File: config.mk
export PLATFORM = sky130hd
export DESIGN_NAME = binary_decoder_scan
export DESIGN_NICKNAME = d
export VERILOG_FILES = /design/src/rtl/binary_decoder_scan.sv
export SDC_FILE = /design/constraint.sdc
export NUM_CORES = 1
export LEC_CHECK = 0
export ABC_CLOCK_PERIOD_IN_PS = 4000
export CAP_MARGIN = 20
export CORE_ASPECT_RATIO = 1.4
export CORE_UTILIZATION = 40
export DETAILED_ROUTE_END_ITERATION = 10
export PLACE_DENSITY = 0.65
export SKIP_CTS_REPAIR_TIMING = 1
export SYNTH_ARGS = -nofsm -noshare
export SYNTH_HDL_FRONTEND = slang
export SYNTH_SLANG_ARGS = --single-unit
File: constraint.sdc
create_clock -name clk -period 4 [get_ports clk]
set_input_delay 0.4 -clock clk [delete_from_list [all_inputs] [get_ports clk]]
set_output_delay 0.4 -clock clk [all_outputs]
set_load 0.02 [all_outputs]
File: src/rtl/binary_decoder_scan.sv
// ============================================================================
// Module   : binary_decoder_scan
// Brief    : Registered N-to-2^N one-hot decoder with an autonomous scan mode
//            for LED digit/row multiplexing. Define BCODE_ACTIVE_LOW_EN for
//            one-cold (active-low) bcode.
// Revision : 1.0 - initial release
// ============================================================================
`default_nettype none

module binary_decoder_scan #(
    parameter int N        = 4,
    parameter int SCAN_DIV = 4
) (
    input  logic                 clk,
    input  logic                 reset,
    input  logic                 en,
    input  logic                 mode,
    input  logic                 load,
    input  logic [N-1:0]         a,
    output logic [(1<<N)-1:0]    bcode,
    output logic [N-1:0]         idx,
    output logic                 wrap
);

    localparam int W  = 1 << N;
    localparam int PW = (SCAN_DIV > 1) ? $clog2(SCAN_DIV) : 1;

    localparam logic [PW-1:0] c_TC  = PW'(SCAN_DIV - 1);
    localparam logic [W-1:0]  c_ONE = W'(1);

`ifdef BCODE_ACTIVE_LOW_EN
    localparam logic [W-1:0]  c_POL = {W{1'b1}};
`else
    localparam logic [W-1:0]  c_POL = {W{1'b0}};
`endif

    typedef enum logic [1:0] {
        S_IDLE   = 2'd0,
        S_DIRECT = 2'd1,
        S_SCAN   = 2'd2
    } state_t;

    state_t          r_state;
    state_t          w_state_nxt;
    logic [N-1:0]    r_idx;
    logic [N-1:0]    w_idx_nxt;
    logic [PW-1:0]   r_presc;
    logic [PW-1:0]   w_presc_nxt;
    logic [W-1:0]    r_bcode;
    logic [W-1:0]    w_bcode_nxt;
    logic            r_wrap;
    logic            w_wrap_nxt;

    // Actions at each edge follow the state being entered, so a direct
    // decode lands on bcode one edge after a is sampled.
    always_comb begin
        w_state_nxt = S_IDLE;
        w_idx_nxt   = r_idx;
        w_presc_nxt = '0;
        w_wrap_nxt  = 1'b0;
        w_bcode_nxt = c_POL;

        if (en) begin
            w_state_nxt = mode ? S_SCAN : S_DIRECT;
        end

        case (w_state_nxt)
            S_DIRECT: begin
                w_idx_nxt = a;
            end
            S_SCAN: begin
                if (load) begin
                    w_idx_nxt = a;
                end else if (r_state != S_SCAN) begin
                    w_presc_nxt = '0;
                end else if (r_presc == c_TC) begin
                    w_idx_nxt  = r_idx + N'(1);
                    w_wrap_nxt = &r_idx;
                end else begin
                    w_presc_nxt = r_presc + PW'(1);
                end
            end
            default: begin
            end
        endcase

        if (w_state_nxt != S_IDLE) begin
            w_bcode_nxt = (c_ONE << w_idx_nxt) ^ c_POL;
        end
    end

    always_ff @(posedge clk or posedge reset) begin
        if (reset) begin
            r_state <= S_IDLE;
            r_idx   <= '0;
            r_presc <= '0;
            r_bcode <= c_POL;
            r_wrap  <= 1'b0;
        end else begin
            r_state <= w_state_nxt;
            r_idx   <= w_idx_nxt;
            r_presc <= w_presc_nxt;
            r_bcode <= w_bcode_nxt;
            r_wrap  <= w_wrap_nxt;
        end
    end

    assign bcode = r_bcode;
    assign idx   = r_idx;
    assign wrap  = r_wrap;

endmodule

`default_nettype wire

==> metrics.md, run 1 <==
| Metric | Value |
|---|---|
| Layout cells sized above 1 | 0.1441 |
| Area of the multi-input gates | 479.2 sq um |
| Mapped Cells | 87 |
| Tmin final | 2.144 ns |
| Fin Setup TNS | 0 ns |
| Root Driver | clkbuf_4 |
| CP Data Required Time | 4.21 ns |
| Post-Layout Cell Count | 154 |
| Register Area | 625.6 sq um |
| Pwr dens | 324.5 nW/um^2 |
| Crit Reg-Reg Startpoint | idx[0]$_DFF_PP0_ |
| Commonest cells post-synth | dfrtp_1, nor4_1, inv_1 |
| Outcome | finished, final reports clean |
| Final Cycle Share | 0.5359 |
| First-pass GRT wire length | 4.002 mm |
| Clock sink count | 25 |
| Arrival time worst endpoint | 2.36 ns |
| DRT Pass-1 Iters | 4 |
| Max_slew headroom | 0.6801 |
| Via count | 840 |
| Critical path launch point type | primary input |
| Top post-synthesis cells by area | dfrtp_1, nor4_1, o2bb2ai_4 |
| GRT Util Overall | 0.1825 |
| Number of diodes | 0 |
| Syn Nets | 99 |
| Post-Syn Area | 1157 sq um |
| Fin worst setup slack | 1.856 ns |
| Core Box Area | 2698 sq um |
| Synth Area per Inst | 13.30 sq um |
| Pleak | 0.0006141 uW |
| Final hold vios | 0 |
| Count leader, synth | dfrtp_1 |
| Final WL | 2.403 mm |
| EDFF count, synth | 0 |
| Yosys top cell by area | dfrtp_1 |
| Yosys reg bits | 25 |
| Placed cell count | 149 |
| Remaining Overflow, GRT | 0 |
| WL/cell | 15.60 microns |
| CTS tree | built |
| Max Cap Violations | 0 |
| Fmax | 466.5 MHz |
| Total die area | 3116 sq um |
| Setup WS pre-CTS | 1.515 ns |
| Number of fill cells | 257 |
| # IOs | 30 |
| Critical R2R Capture | bcode[13]$_DFF_PP0_ |
| Total power | 495.0 uW |
| Peak VDD IR | 0.2471 mV |
| Final Setup Violations | 0 |
| Largest net degree at the start of global routing | 26 |
| Final RePlAce weighted congestion | 0.8010 |
| Die width | 47.46 microns |
| Fin. max-slew vios | 0 |
| Reg clk slew, reported paths | 0.12 ns |
| Post-synthesis async set-or-reset flop share | 1.000 |
| Initial Utilization | 0.4290 |
| Top-area cell type share of the netlist area | 0.5405 |
| DRT iter0 DRCs | 12 |
| Ys Warns | 0 |
| DP HPWL | 1.790 mm |
| Worst-path fanout max | 13 |
| Final core occ | 0.5654 |
| Crit path kind | in2reg |
| Antenna viol nets, final | 0 |
| Worst Max-Slew Pin Slew | 0.4794 ns |
| Hold Crit Class | in2async |
| # rows | 22 |
| Crit. End Element | register |
| Layout area overhead | 31.78% |
| RSZ-0062 raised after global routing | false |
| IO buf count | 29 |
| CTS max path bufs | 2 |
| Clock latency on the worst-skew pair | 0.31 ns |
| CTS buffer count | 3 |
| Die H | 65.65 microns |
| Initial antenna violation count | 0 |
| Synth cell types | 35 |
| DR DRC count | 0 |
| Synth Flop Type | dfrtp_1 |
| Register area share after synthesis | 0.5405 |
| Register-to-register setup slack | 2.05 ns |
| Worst clock skew | 0.001316 ns |
| Vias in the first global route | 895 |
| Fin nets | 131 |
| Avg Vias per Cell | 5.455 |
| H-tree lvl count | 1 |
| Worst r2r path cells | 5 |
sequential cells by signal, indices dropped and copies added, names as in the netlist:
register and count:
bcode 16, idx 4, r_presc 2, r_state 2, wrap 1
worst max-delay path, stage by stage:
cell and delay, ns:
clkdlybuf4s50_1 0.63, and2b_1 0.42, o22ai_1 0.17, a2bb2oi_2 0.43
nor4b_1 0.30
metal layers:
metal  GRT usage  wire [microns]
met1      0.2226             972
met3     0.02473             104
met5           0               0
met2      0.2945            1252
met4      0.1036              72
cell usage in the layout (no fill, tap or decap):
cell	Yosys	final
a211o_1	1	1
a21oi_1	1	1
a21oi_2	1	1
a2bb2oi_2	1	1
a31o_2	1	1
and2_1	1	1
and2b_1	1	1
and3_1	1	1
and3b_1	1	1
buf_16	0	1
clkbuf_1	0	1
clkbuf_4	0	3
clkdlybuf4s50_1	0	29
dfrtp_1	25	25
ha_1	3	3
inv_1	5	5
inv_4	2	2
nand2_1	1	1
nand2b_1	2	2
nand3_1	1	1
nand3b_1	2	2
nand4_1	1	1
nand4_2	1	1
nand4b_1	1	1
nand4bb_4	1	1
nor2_1	2	2
nor3_1	2	2
nor4_1	13	13
nor4b_1	2	2
nor4b_2	2	2
o21a_1	1	1
o21ai_0	1	1
o22ai_1	2	2
o22ai_2	1	1
o2bb2ai_4	2	2
o32ai_4	1	1
xnor2_1	1	1
kinds of logic (layout without fill, tap and decap cells):
logic type,Yosys count,in the layout,share of synthesized area
AO/OA/AOI/OAI,13,13,0.1438
XOR/XNOR,1,1,0.007569
adder cells (fa/ha/maj),3,3,0.03244
buffers and inverters,10,41,0.04541
flip-flops,25,25,0.5405
AND/OR/NAND/NOR,35,35,0.2303
metrics by stage:
stage,hold WS [ns],instance area (sq um)
after floorplan,0.4273,1157
after global placement,0.4754,1471
after detailed placement,0.4858,1471
after CTS,0.5038,1498
after global routing,0.4373,1525
final,0.4277,1525
where the power goes:
group          total [uW]  switching (uW)  internal, uW
sequential            274            11.0           263
combinational         111            62.5          48.9
clock                 109            70.4          39.0
total                 495             144           351
how the worst max path moves through the flow:
stage,startpoint,slack (ns),cells after the start,endpoint
after floorplan,idx[0]$_DFF_PP0_,2.26,5,bcode[0]$_DFF_PP0_
after global placement,mode,1.58,5,bcode[15]$_DFF_PP0_
after detailed placement,mode,1.51,5,bcode[13]$_DFF_PP0_
after CTS,mode,1.85,5,bcode[13]$_DFF_PP0_
after global routing,en,1.74,5,bcode[13]$_DFF_PP0_
final,mode,1.86,5,bcode[13]$_DFF_PP0_
layout make-up:
| class | count | area share |
|---|---|---|
| Tap cell | 36 | 0.02953 |
| Clock buffer | 4 | 0.01723 |
| Multi-Input combinational cell | 52 | 0.3142 |
| Inverter | 7 | 0.02051 |
| Timing Repair Buffer | 30 | 0.2084 |
| Sequential cell | 25 | 0.4102 |
Note: power is estimated with default switching activity, not from simulation.
==> run 2, diff against run 1 <==
--- a/config.mk
+++ b/config.mk
@@ -5,12 +5,12 @@
 export SDC_FILE = /design/constraint.sdc
 export NUM_CORES = 1
 export LEC_CHECK = 0
-export ABC_CLOCK_PERIOD_IN_PS = 4000
+export ABC_CLOCK_PERIOD_IN_PS = 1800
 export CAP_MARGIN = 20
 export CORE_ASPECT_RATIO = 1.4
 export CORE_UTILIZATION = 40
 export DETAILED_ROUTE_END_ITERATION = 10
-export PLACE_DENSITY = 0.65
+export PLACE_DENSITY = 0.67
 export SKIP_CTS_REPAIR_TIMING = 1
 export SYNTH_ARGS = -nofsm -noshare
 export SYNTH_HDL_FRONTEND = slang
==> constraint.sdc (replaced) <==
create_clock -name clk -period 1.8 [get_ports clk]
set_input_delay 0.18 -clock clk [delete_from_list [all_inputs] [get_ports clk]]
set_output_delay 0.18 -clock clk [all_outputs]
set_load 0.02 [all_outputs]
==> metrics.md, run 2 (synthesis gave the netlist of run 1 again) <==
| Metric | Value |
|---|---|
| Pwr dens | 660.6 nW/um^2 (+100%) |
| Register Area | 625.6 sq um (unchanged) |
| Max_slew headroom | 0.7925 (+0.1124) |
| Hold Crit Class | in2async |
| Final WL | 2.984 mm (+24%) |
| Worst clock skew | 0.005076 ns (+0.003760 ns) |
| Vias in the first global route | 937 (+4.7%) |
| Crit Reg-Reg Startpoint | r_presc[0]$_DFF_PP0_ |
| Root Driver | clkbuf_4 |
| Layout cells sized above 1 | 0.4056 (+0.2615) |
| Final RePlAce weighted congestion | 0.8478 (+5.8%) |
| DP HPWL | 1.951 mm (+9.0%) |
| DR DRC count | 0 (unchanged) |
| Final Setup Violations | 1 (+1) |
| Clock power frac | 0.192 (-0.029) |
| Combinational power share | 0.323 (+0.098) |
| Number of fill cells | 210 (-18%) |
| Avg Vias per Cell | 5.207 (-4.5%) |
| Fin nets | 156 (+19%) |
| Register share of total power | 0.485 (-0.069) |
| Sw power | 381.0 uW (+160%) |
| Post-Layout Cell Count | 179 (+16%) |
| First-pass GRT wire length | 4.326 mm (+8.1%) |
| Final Cycle Share | 1.017 |
| Antenna viol nets, final | 0 (unchanged) |
| Sw Ratio | 0.3081 (+0.01741) |
| # rows | 22 (unchanged) |
| Fin worst setup slack | -0.03044 ns (-1.887 ns) |
| Worst Max-Slew Pin Slew | 0.3113 ns (-0.1681 ns) |
| Crit path launch | r_presc[0]$_DFF_PP0_ |
| Fmax | 546.3 MHz |
| Peak VDD IR | 0.4841 mV (+96%) |
| Remaining Overflow, GRT | 0 (unchanged) |
| Clock latency on the worst-skew pair | 0.31 ns (about the same) |
| Tmin final | 1.830 ns |
| Worst r2r path cells | 5 (unchanged) |
| Arrival time worst endpoint | 2.04 ns (-0.32 ns) |
| P_int | 855.5 uW (+140%) |
| Crit path kind | reg2reg |
| Outcome | complete, but fails checks |
| Number of diodes | 0 (unchanged) |
| Placed cell count | 166 (+11%) |
| Critical path launch point type | register |
| CTS tree | built |
| CTS max path bufs | 2 (unchanged) |
| IO buf count | 29 (unchanged) |
| Most common cell after layout, fill and taps aside | clkdlybuf4s50_1 |
| DRT Pass-1 Iters | 4 (unchanged) |
| Via count | 932 (+11%) |
| Total die area | 3116 sq um (unchanged) |
| CTS buffer count | 3 (unchanged) |
| # IOs | 30 (unchanged) |
| Most frequent cells in the layout | clkdlybuf4s50_1, dfrtp_1, buf_4, nor4_2, inv_1 |
| Initial Utilization | 0.4290 (unchanged) |
| H-tree lvl count | 1 (unchanged) |
| Total power | 1237 uW (+150%) |
| WL/cell | 16.67 microns (+6.8%) |
| Fin. max-slew vios | 0 (unchanged) |
| Largest net degree at the start of global routing | 26 (unchanged) |
| Final hold vios | 0 (unchanged) |
| Pleak | 0.0007634 uW (+24%) |
| Initial antenna violation count | 0 (unchanged) |
| Layout area overhead | 61.73% |
| Core Box Area | 2698 sq um (unchanged) |
| Max Cap Violations | 0 (unchanged) |
| RSZ-0062 raised after global routing | true |
| Crit. End Element | register |
| Failing checks | negative setup slack |
| Die H | 65.65 microns (unchanged) |
| GRT Util Overall | 0.1952 (+0.01267) |
| CP Data Required Time | 2.01 ns (-2.20 ns) |
| Worst-path fanout max | 8 (-5) |
| Clock sink count | 25 (unchanged) |
| Reg clk slew, reported paths | 0.13 ns (about the same) |
| Area of the multi-input gates | 649.4 sq um (+36%) |
| Max reg flops | 16 (unchanged) |
| Die width | 47.46 microns (unchanged) |
| DRT iter0 DRCs | 15 (+3) |
[run 2: changes by cell type in the layout (fill, tap and decap cells not counted), moves of 2 or more]
cell / previous run / this run
buf_4: 0 / 25
nor4_1: 13 / 3
nor4_2: 0 / 7
nor4_4: 0 / 3
nor4b_4: 0 / 3
inv_4: 2 / 0
inv_6: 0 / 2
nor4b_1: 2 / 0
[run 2: final timing paths]
check | slack [ns] | to
max | -0.03 | bcode[5]$_DFF_PP0_
min in group clk | 0.55 | r_presc[0]$_DFF_PP0_
min reg2reg | 0.55 | r_presc[0]$_DFF_PP0_
max reg2reg | -0.03 | bcode[5]$_DFF_PP0_
max in group asynchronous | 1.36 | wrap$_DFF_PP0_
min | 0.19 | r_presc[0]$_DFF_PP0_
[run 2: layer usage]
layer | track usage | part of all wire
met1 | 0.2338 | 0.38
met3 | 0.01923 | 0.035
met4 | 0.05357 | 0.010
met2 | 0.3510 | 0.58
met5 | 0 | 0
[run 2: layout make-up]
type,instances,area share
timing repair buffer,55,0.2614
clock buffer,4,0.01404
tap,36,0.02406
inverter,7,0.01938
sequential,25,0.3342
multi-input combinational,52,0.3469
[run 2: metrics by stage]
stage,cell area [sq um],hold slack (ns),setup slack [ns],TNS (ns),util
after floorplan,1157,0.2073,0.06309,0,-
after global placement,1599,0.5156,-0.2265,-2.316,0.5928
after detailed placement,1599,0.5264,-0.2523,-3.022,0.5928
after CTS,1625,0.1976,-0.1186,-0.5539,0.6025
after global routing,1872,0.2480,-0.06752,-0.3508,0.6939
final,1872,0.1933,-0.03044,-0.03044,0.6939
[run 2: worst max-delay path, cell delays in order (launching register included)]
cell and delay [ns]:
dfrtp_1 0.41, ha_2 0.20, and3b_1 0.21, a211o_1 0.32, a31o_4 0.30, nor4_2 0.29
[run 2: power groups by stage]
stage / sequential (uW) / combinational (uW) / clock, uW
floorplan: 643 / 128 / 0
global placement: 611 / 291 / 0
detailed placement: 611 / 295 / 0
CTS: 600 / 296 / 251
global route: 602 / 424 / 267
finish: 599 / 400 / 237
